[src/rtl/comb_sweep_timer.sv]
// Dwell counter: counts while enabled, wraps on its terminal count and strobes tc there.
module comb_sweep_timer #(
    parameter int DWELL = 10,
    parameter int W     = 4
) (
    input  logic clk,
    input  logic rst_n,
    input  logic clr,
    input  logic en,
    output logic tc
);

    localparam logic [W-1:0] TC_VAL = W'(DWELL - 1);

    logic [W-1:0] cnt_q;
    logic [W-1:0] cnt_d;

    assign tc = (cnt_q == TC_VAL);

    always_comb begin
        cnt_d = cnt_q;
        if (clr) begin
            cnt_d = '0;
        end else if (en) begin
            cnt_d = tc ? '0 : cnt_q + 1'b1;
        end
    end

    always_ff @(posedge clk or negedge rst_n) begin
        if (!rst_n) begin
            cnt_q <= '0;
        end else begin
            cnt_q <= cnt_d;
        end
    end

endmodule

[config.mk]
export PLATFORM = sky130hd
export DESIGN_NAME = comb_sweep_timer
export DESIGN_NICKNAME = d
export VERILOG_FILES = /design/src/rtl/comb_sweep_timer.sv
export SDC_FILE = /design/constraint.sdc
export NUM_CORES = 1
export LEC_CHECK = 0
export ABC_AREA = 0
export ABC_CLOCK_PERIOD_IN_PS = 1300
export CAP_MARGIN = 20
export CORE_AREA = 2 2 39 41
export CTS_CLUSTER_DIAMETER = 40
export DETAILED_ROUTE_END_ITERATION = 12
export DIE_AREA = 0 0 41 43
export HOLD_SLACK_MARGIN = 0.03
export PLACE_DENSITY_LB_ADDON = 0.3
export SYNTH_ARGS = -nofsm -noshare
export SYNTH_HDL_FRONTEND = slang
export SYNTH_SLANG_ARGS = --single-unit
[constraint.sdc]
create_clock -name clk -period 1.3 [get_ports clk]
set_input_delay 0.195 -clock clk [delete_from_list [all_inputs] [get_ports clk]]
set_output_delay 0.195 -clock clk [all_outputs]
set_load 0.05 [all_outputs]
==> results of run 1 <==
## synth_stat cells (2+ instances only)
cell type / count / area share, %
a21oi_1: 3 / 6.5
dfrtp_1: 4 / 43
ha_1: 2 / 11
inv_1: 2 / 3.2
nand2_1: 2 / 3.2
nand2b_1: 2 / 5.4
nand3b_1: 3 / 9.7
## report_power, final
| part | switching, uW | internal [uW] |
|---|---|---|
| sequential | 3.28 | 130 |
| clock | 45.1 | 103 |
| combinational | 18.7 | 22.3 |
## layout make-up
type                            instances  area [sq um]  share of cell area (%)
Clock buffer                            3          22.5                    6.50
Tap cell                               16          20.0                    5.78
Multi-Input combinational cell         18           124                    35.7
Inverter                                2          7.51                    2.17
Sequential cell                         4           100                    28.9
Timing Repair Buffer                    7          72.6                    20.9
## per-layer routing
metal	part of all wire, %	up-vias	GRT usage (%)
met5	0	-	0
met4	0	0	8.00
met3	4.9	0	1.57
met2	53	5	13.4
met1	42	94	7.84
li1	-	103	-
## stage by stage
step | TNS [ns] | hold WS (ns) | instances | util [%]
6_report | -0.0680 | 0.163 | 50 | 25.0
5_1_grt | -0.137 | 0.173 | 50 | 25.0
4_1_cts | -0.0861 | 0.159 | 50 | 25.0
3_5_place_dp | -0.0138 | 0.408 | 44 | 21.8
3_3_place_gp | 0 | 0.400 | 44 | 21.8
2_1_floorplan | 0 | -0.101 | 24 | -
## cell families after synthesis
logic type	synth area share, %
AO/OA/AOI/OAI	14.0
XOR/XNOR	3.78
adder cells (fa/ha/maj)	10.8
buffers and inverters	3.24
flip-flops	43.2
AND/OR/NAND/NOR	24.9
## final timing paths
path,end,slack [ns],start
hold reg to reg,cnt_q[3]$_DFFE_PN0P_,0.57,cnt_q[3]$_DFFE_PN0P_
max in group asynchronous,cnt_q[0]$_DFFE_PN0P_,0.98,rst_n
hold / removal,cnt_q[3]$_DFFE_PN0P_,0.16,rst_n
setup reg to reg,cnt_q[0]$_DFFE_PN0P_,0.12,cnt_q[0]$_DFFE_PN0P_
min in group clk,cnt_q[3]$_DFFE_PN0P_,0.57,cnt_q[3]$_DFFE_PN0P_
setup / recovery,tc,-0.07,cnt_q[1]$_DFFE_PN0P_
## what timing repair did
action	CTS	global route
setup endpoints to repair	1	1
setup buffers	3	0
resized for setup	1	0
==> reports/summary.txt, run 1 <==
Worst-case clock buffer depth: 2
Reg clk slew, reported paths: 0.04 ns
Filler Cells Inserted: 156
Setup crit end kind: output port
Root Buffer: clkbuf_4
GRT Total Usage: 8.27%
Failing checks: setup timing
ANT cells: 0
First-pass GRT wire length: 897 microns
Dpl cell area: 302 sq um
Largest stage delay, worst path: 0.38 ns
Setup ws final: -0.0680 ns
Via/cell ratio: 4.04
Ys Warns: 0
Unrepaired setup endpoints after global routing: yes
Slowest stage cell on the critical path: dfrtp_1
Final Hold Fails: 0
Final WL: 551 microns
P&R area growth vs syn: 49.7%
Status: complete, but fails checks
Top Registers: cnt_q: 4 flops
CTS H-tree depth: 1
Count of pins over their slew limit: 0
WP data required: 1.11 ns
Power after layout: 322 uW
Vias: 202
Fmax: 731 MHz
Drc violations: 0
Buf/Inv on CP: 3
MaxCap Viol Count: 0
Die Span X: 41 microns
Grt ovf: 0
Lkg Pwr: 0.000155 uW
Tcrit/Tclk final: 105%
Routed len/inst: 11.0 microns
DP Wirelength: 408 microns
Stages on the worst setup path: 5
Final Skew: 0.0000606 ns
Port Buf Inserts: 4
Pin count of the biggest net entering global routing: 8
Number of synthesized flops with an enable pin: 0
Worst setup path class: reg2out
Number of routed nets with antenna violations: 0
Most common cell after layout, fill and taps aside: dfrtp_1
Rows: 14
Nets@finish: 42
Final instance area: 347 sq um
Num ports: 5
FF-to-FF path depth: 5
Hold-fix buffers, CTS: 0
Final GP Congestion: 0.638
Post-Syn Instances: 24
Fraction of layout cells with a size suffix above 1: 23.5%
Final min period: 1.37 ns
Critical Path Fanout Max: 2
Synth cell types: 13
Crit start category: flip-flop
CP arrival: 1.17 ns
Top reg by flops: cnt_q
Core ar.: 1380 sq um
Initial antenna violation count: 0
Die Y-Extent: 43 microns
Cell Chain, Critical Path: inv_1 -> ha_1 -> nand3b_1 -> inv_2 -> buf_12
Initial Util: 16.7%
Fraction of registers with async set/reset: 100%
Delay-heaviest family, CP: flip-flops
Post-placement setup slack: -0.0138 ns
Ys flop type: dfrtp_1
Post-synthesis register bit count: 4
1st-iter DRT viols: 2
CTS tree: yes
Sequential area share after synthesis: 43.2%
Mapped Avg Cell Area: 9.64 sq um
Drt first pass iters: 4
Pwr Density: 929 nW/um^2
Post-synthesis instance area: 231 sq um
CTS Buf Count: 3
Die ar.: 1760 sq um
Mapped Nets: 30
Count of final setup violators: 1
Max transition margin: 86.1%
Sinks on the clock net: 4
Largest register FFs: 4
Worst Hold Class: in2async
Worst skew pair latency: 0.23 ns
Vias in the first global route: 240
VDD IR max: 0.306 mV
Worst-Margin Slew: 0.207 ns
Note: power is estimated with default switching activity, not from simulation.
==> inputs of run 2 (changes only) <==
- ABC_CLOCK_PERIOD_IN_PS: 1300 -> 1200
- REMOVE_ABC_BUFFERS: not set -> 1
- clock period: 1.3 -> 1.2 ns (I/O delays scaled with it)
==> reports/summary.txt, run 2 (same netlist as run 1, synthesis figures left out) <==
Status: complete, but fails checks (unchanged)
Failing checks: setup timing (unchanged)
DP Wirelength: 374 microns (was 408 microns)
P&R area growth vs syn: 57.8% (was 49.7%)
Number of routed nets with antenna violations: 0 (unchanged)
Worst Hold Class: in2async (unchanged)
1st-iter DRT viols: 0 (was 2)
Drc violations: 0 (unchanged)
Top reg by flops: cnt_q (unchanged)
Port Buf Inserts: 4 (unchanged)
Cell Chain, Critical Path: inv_1 -> ha_1 -> nand3b_1 -> inv_2 -> buf_12 (unchanged)
CTS H-tree depth: 1 (unchanged)
WP data required: 1.02 ns (was 1.11 ns)
MaxCap Viol Count: 0 (unchanged)
CP arrival: 1.15 ns (was 1.17 ns)
GRT Total Usage: 7.27% (was 8.27%)
Unrepaired setup endpoints after global routing: yes (unchanged)
Pwr Density: 962 nW/um^2 (was 929 nW/um^2)
Setup crit end kind: output port (unchanged)
Tcrit/Tclk final: 111%
Worst skew pair latency: 0.23 ns (about the same)
Critical Path Fanout Max: 2 (unchanged)
Count of pins over their slew limit: 0 (unchanged)
ANT cells: 0 (unchanged)
Via/cell ratio: 3.92 (was 4.04)
Reg clk slew, reported paths: 0.04 ns (about the same)
Worst-Margin Slew: 0.202 ns (was 0.207 ns)
Delay-heaviest family, CP: flip-flops (unchanged)
Worst-case clock buffer depth: 2 (unchanged)
Die Span X: 41 microns (unchanged)
Crit start category: flip-flop (unchanged)
Fmax: 749 MHz
Top Registers: cnt_q: 4 flops (unchanged)
Most frequent cells in the layout: buf_4 (5), dfrtp_1 (4), nand3b_1 (3), clkbuf_4 (3), clkdlybuf4s50_1 (3)
Hold-fix buffers, CTS: 0 (unchanged)
VDD IR max: 0.309 mV (was 0.306 mV)
Setup TNS: -0.208 ns (was -0.0680 ns)
First-pass GRT wire length: 800 microns (was 897 microns)
Slowest stage cell on the critical path: dfrtp_1 (unchanged)
Most common cell after layout, fill and taps aside: buf_4 (was dfrtp_1)
Worst R2R Setup Slack: -0.04 ns (was 0.12 ns)
Largest register FFs: 4 (unchanged)
Final WL: 473 microns (was 551 microns)
Grt ovf: 0 (unchanged)
Fraction of layout cells with a size suffix above 1: 30.6% (was 23.5%)
Vias: 204 (was 202)
Num ports: 5 (unchanged)
Die ar.: 1760 sq um (unchanged)
CTS Buf Count: 3 (unchanged)
Initial Util: 16.7% (unchanged)
Pin count of the biggest net entering global routing: 6 (was 8)
Power after layout: 352 uW (was 322 uW)
Drt first pass iters: 1 (was 4)
Lkg Pwr: 0.000164 uW (was 0.000155 uW)
Core ar.: 1380 sq um (unchanged)
Count of final setup violators: 3 (was 1)
Largest stage delay, worst path: 0.37 ns (was 0.38 ns)
CTS tree: yes (unchanged)
Final core occ: 26.4% (was 25.0%)
Root Buffer: clkbuf_4 (unchanged)
Initial antenna violation count: 0 (unchanged)
Vias in the first global route: 225 (was 240)
Final min period: 1.33 ns
Final Skew: 0.00230 ns (was 0.0000606 ns)
Final Hold Fails: 0 (unchanged)
Final GP Congestion: 0.684 (was 0.638)
Setup ws final: -0.134 ns (was -0.0680 ns)
Nets@finish: 44 (was 42)
Routed len/inst: 9.10 microns (was 11.0 microns)
Rows: 14 (unchanged)
Worst setup path class: reg2out (unchanged)
Die Y-Extent: 43 microns (unchanged)
Buf/Inv on CP: 3 (unchanged)
Sinks on the clock net: 4 (unchanged)
Max transition margin: 86.4% (was 86.1%)
-- run 2: cell count changes in the layout (fill, tap and decap cells not counted) --
cell     change
buf_4        +2
a21oi_1      -1
a21oi_2      +1
-- run 2: cell type report --
type                       instances  area [sq um]
timing repair buffer               9          87.6
sequential                         4           100
multi-input combinational         18           128
tap                               16          20.0
inverter                           2          7.51
clock buffer                       3          22.5
fill                             155          1020
-- run 2: worst paths after layout --
check | startpoint | to | depth (start not counted)
setup / recovery | cnt_q[1]$_DFFE_PN0P_ | tc | 5
hold / removal | rst_n | cnt_q[3]$_DFFE_PN0P_ | 1
setup reg to reg | cnt_q[1]$_DFFE_PN0P_ | cnt_q[1]$_DFFE_PN0P_ | 7
hold reg to reg | cnt_q[3]$_DFFE_PN0P_ | cnt_q[3]$_DFFE_PN0P_ | 2
max in group asynchronous | rst_n | cnt_q[1]$_DFFE_PN0P_ | 1
min in group clk | cnt_q[3]$_DFFE_PN0P_ | cnt_q[3]$_DFFE_PN0P_ | 2
-- run 2: layer usage --
layer	track usage, %	vias to the layer above	share of wire [%]
li1	-	107	-
met1	8.17	92	49
met2	10.0	5	45
met3	1.57	0	6.6
met4	8.00	0	0
met5	0	-	0
-- run 2: repair_timing --
action                     CTS  global route
hold endpoints to repair     0             0
buffers inserted             1             1
resized for setup            1             1
setup endpoints to repair    1             4
-- run 2: per-stage QoR --
stage               hold WS, ns  instance area, sq um  worst slack [ns]  std cells
floorplan                -0.116                   231           -0.0609         24
global placement          0.395                   324            0.0130         47
detailed placement        0.400                   324          -0.00551         47
CTS                       0.150                   354            -0.141         51
global route              0.164                   365            -0.199         52
finish                    0.150                   365            -0.134         52
-- run 2: power breakdown --
part / total (uW) / internal (uW) / switching (uW)
clock: 161 / 111 / 49.3
combinational: 47.2 / 26.7 / 20.6
sequential: 143 / 141 / 2.88
total: 352 / 279 / 72.8
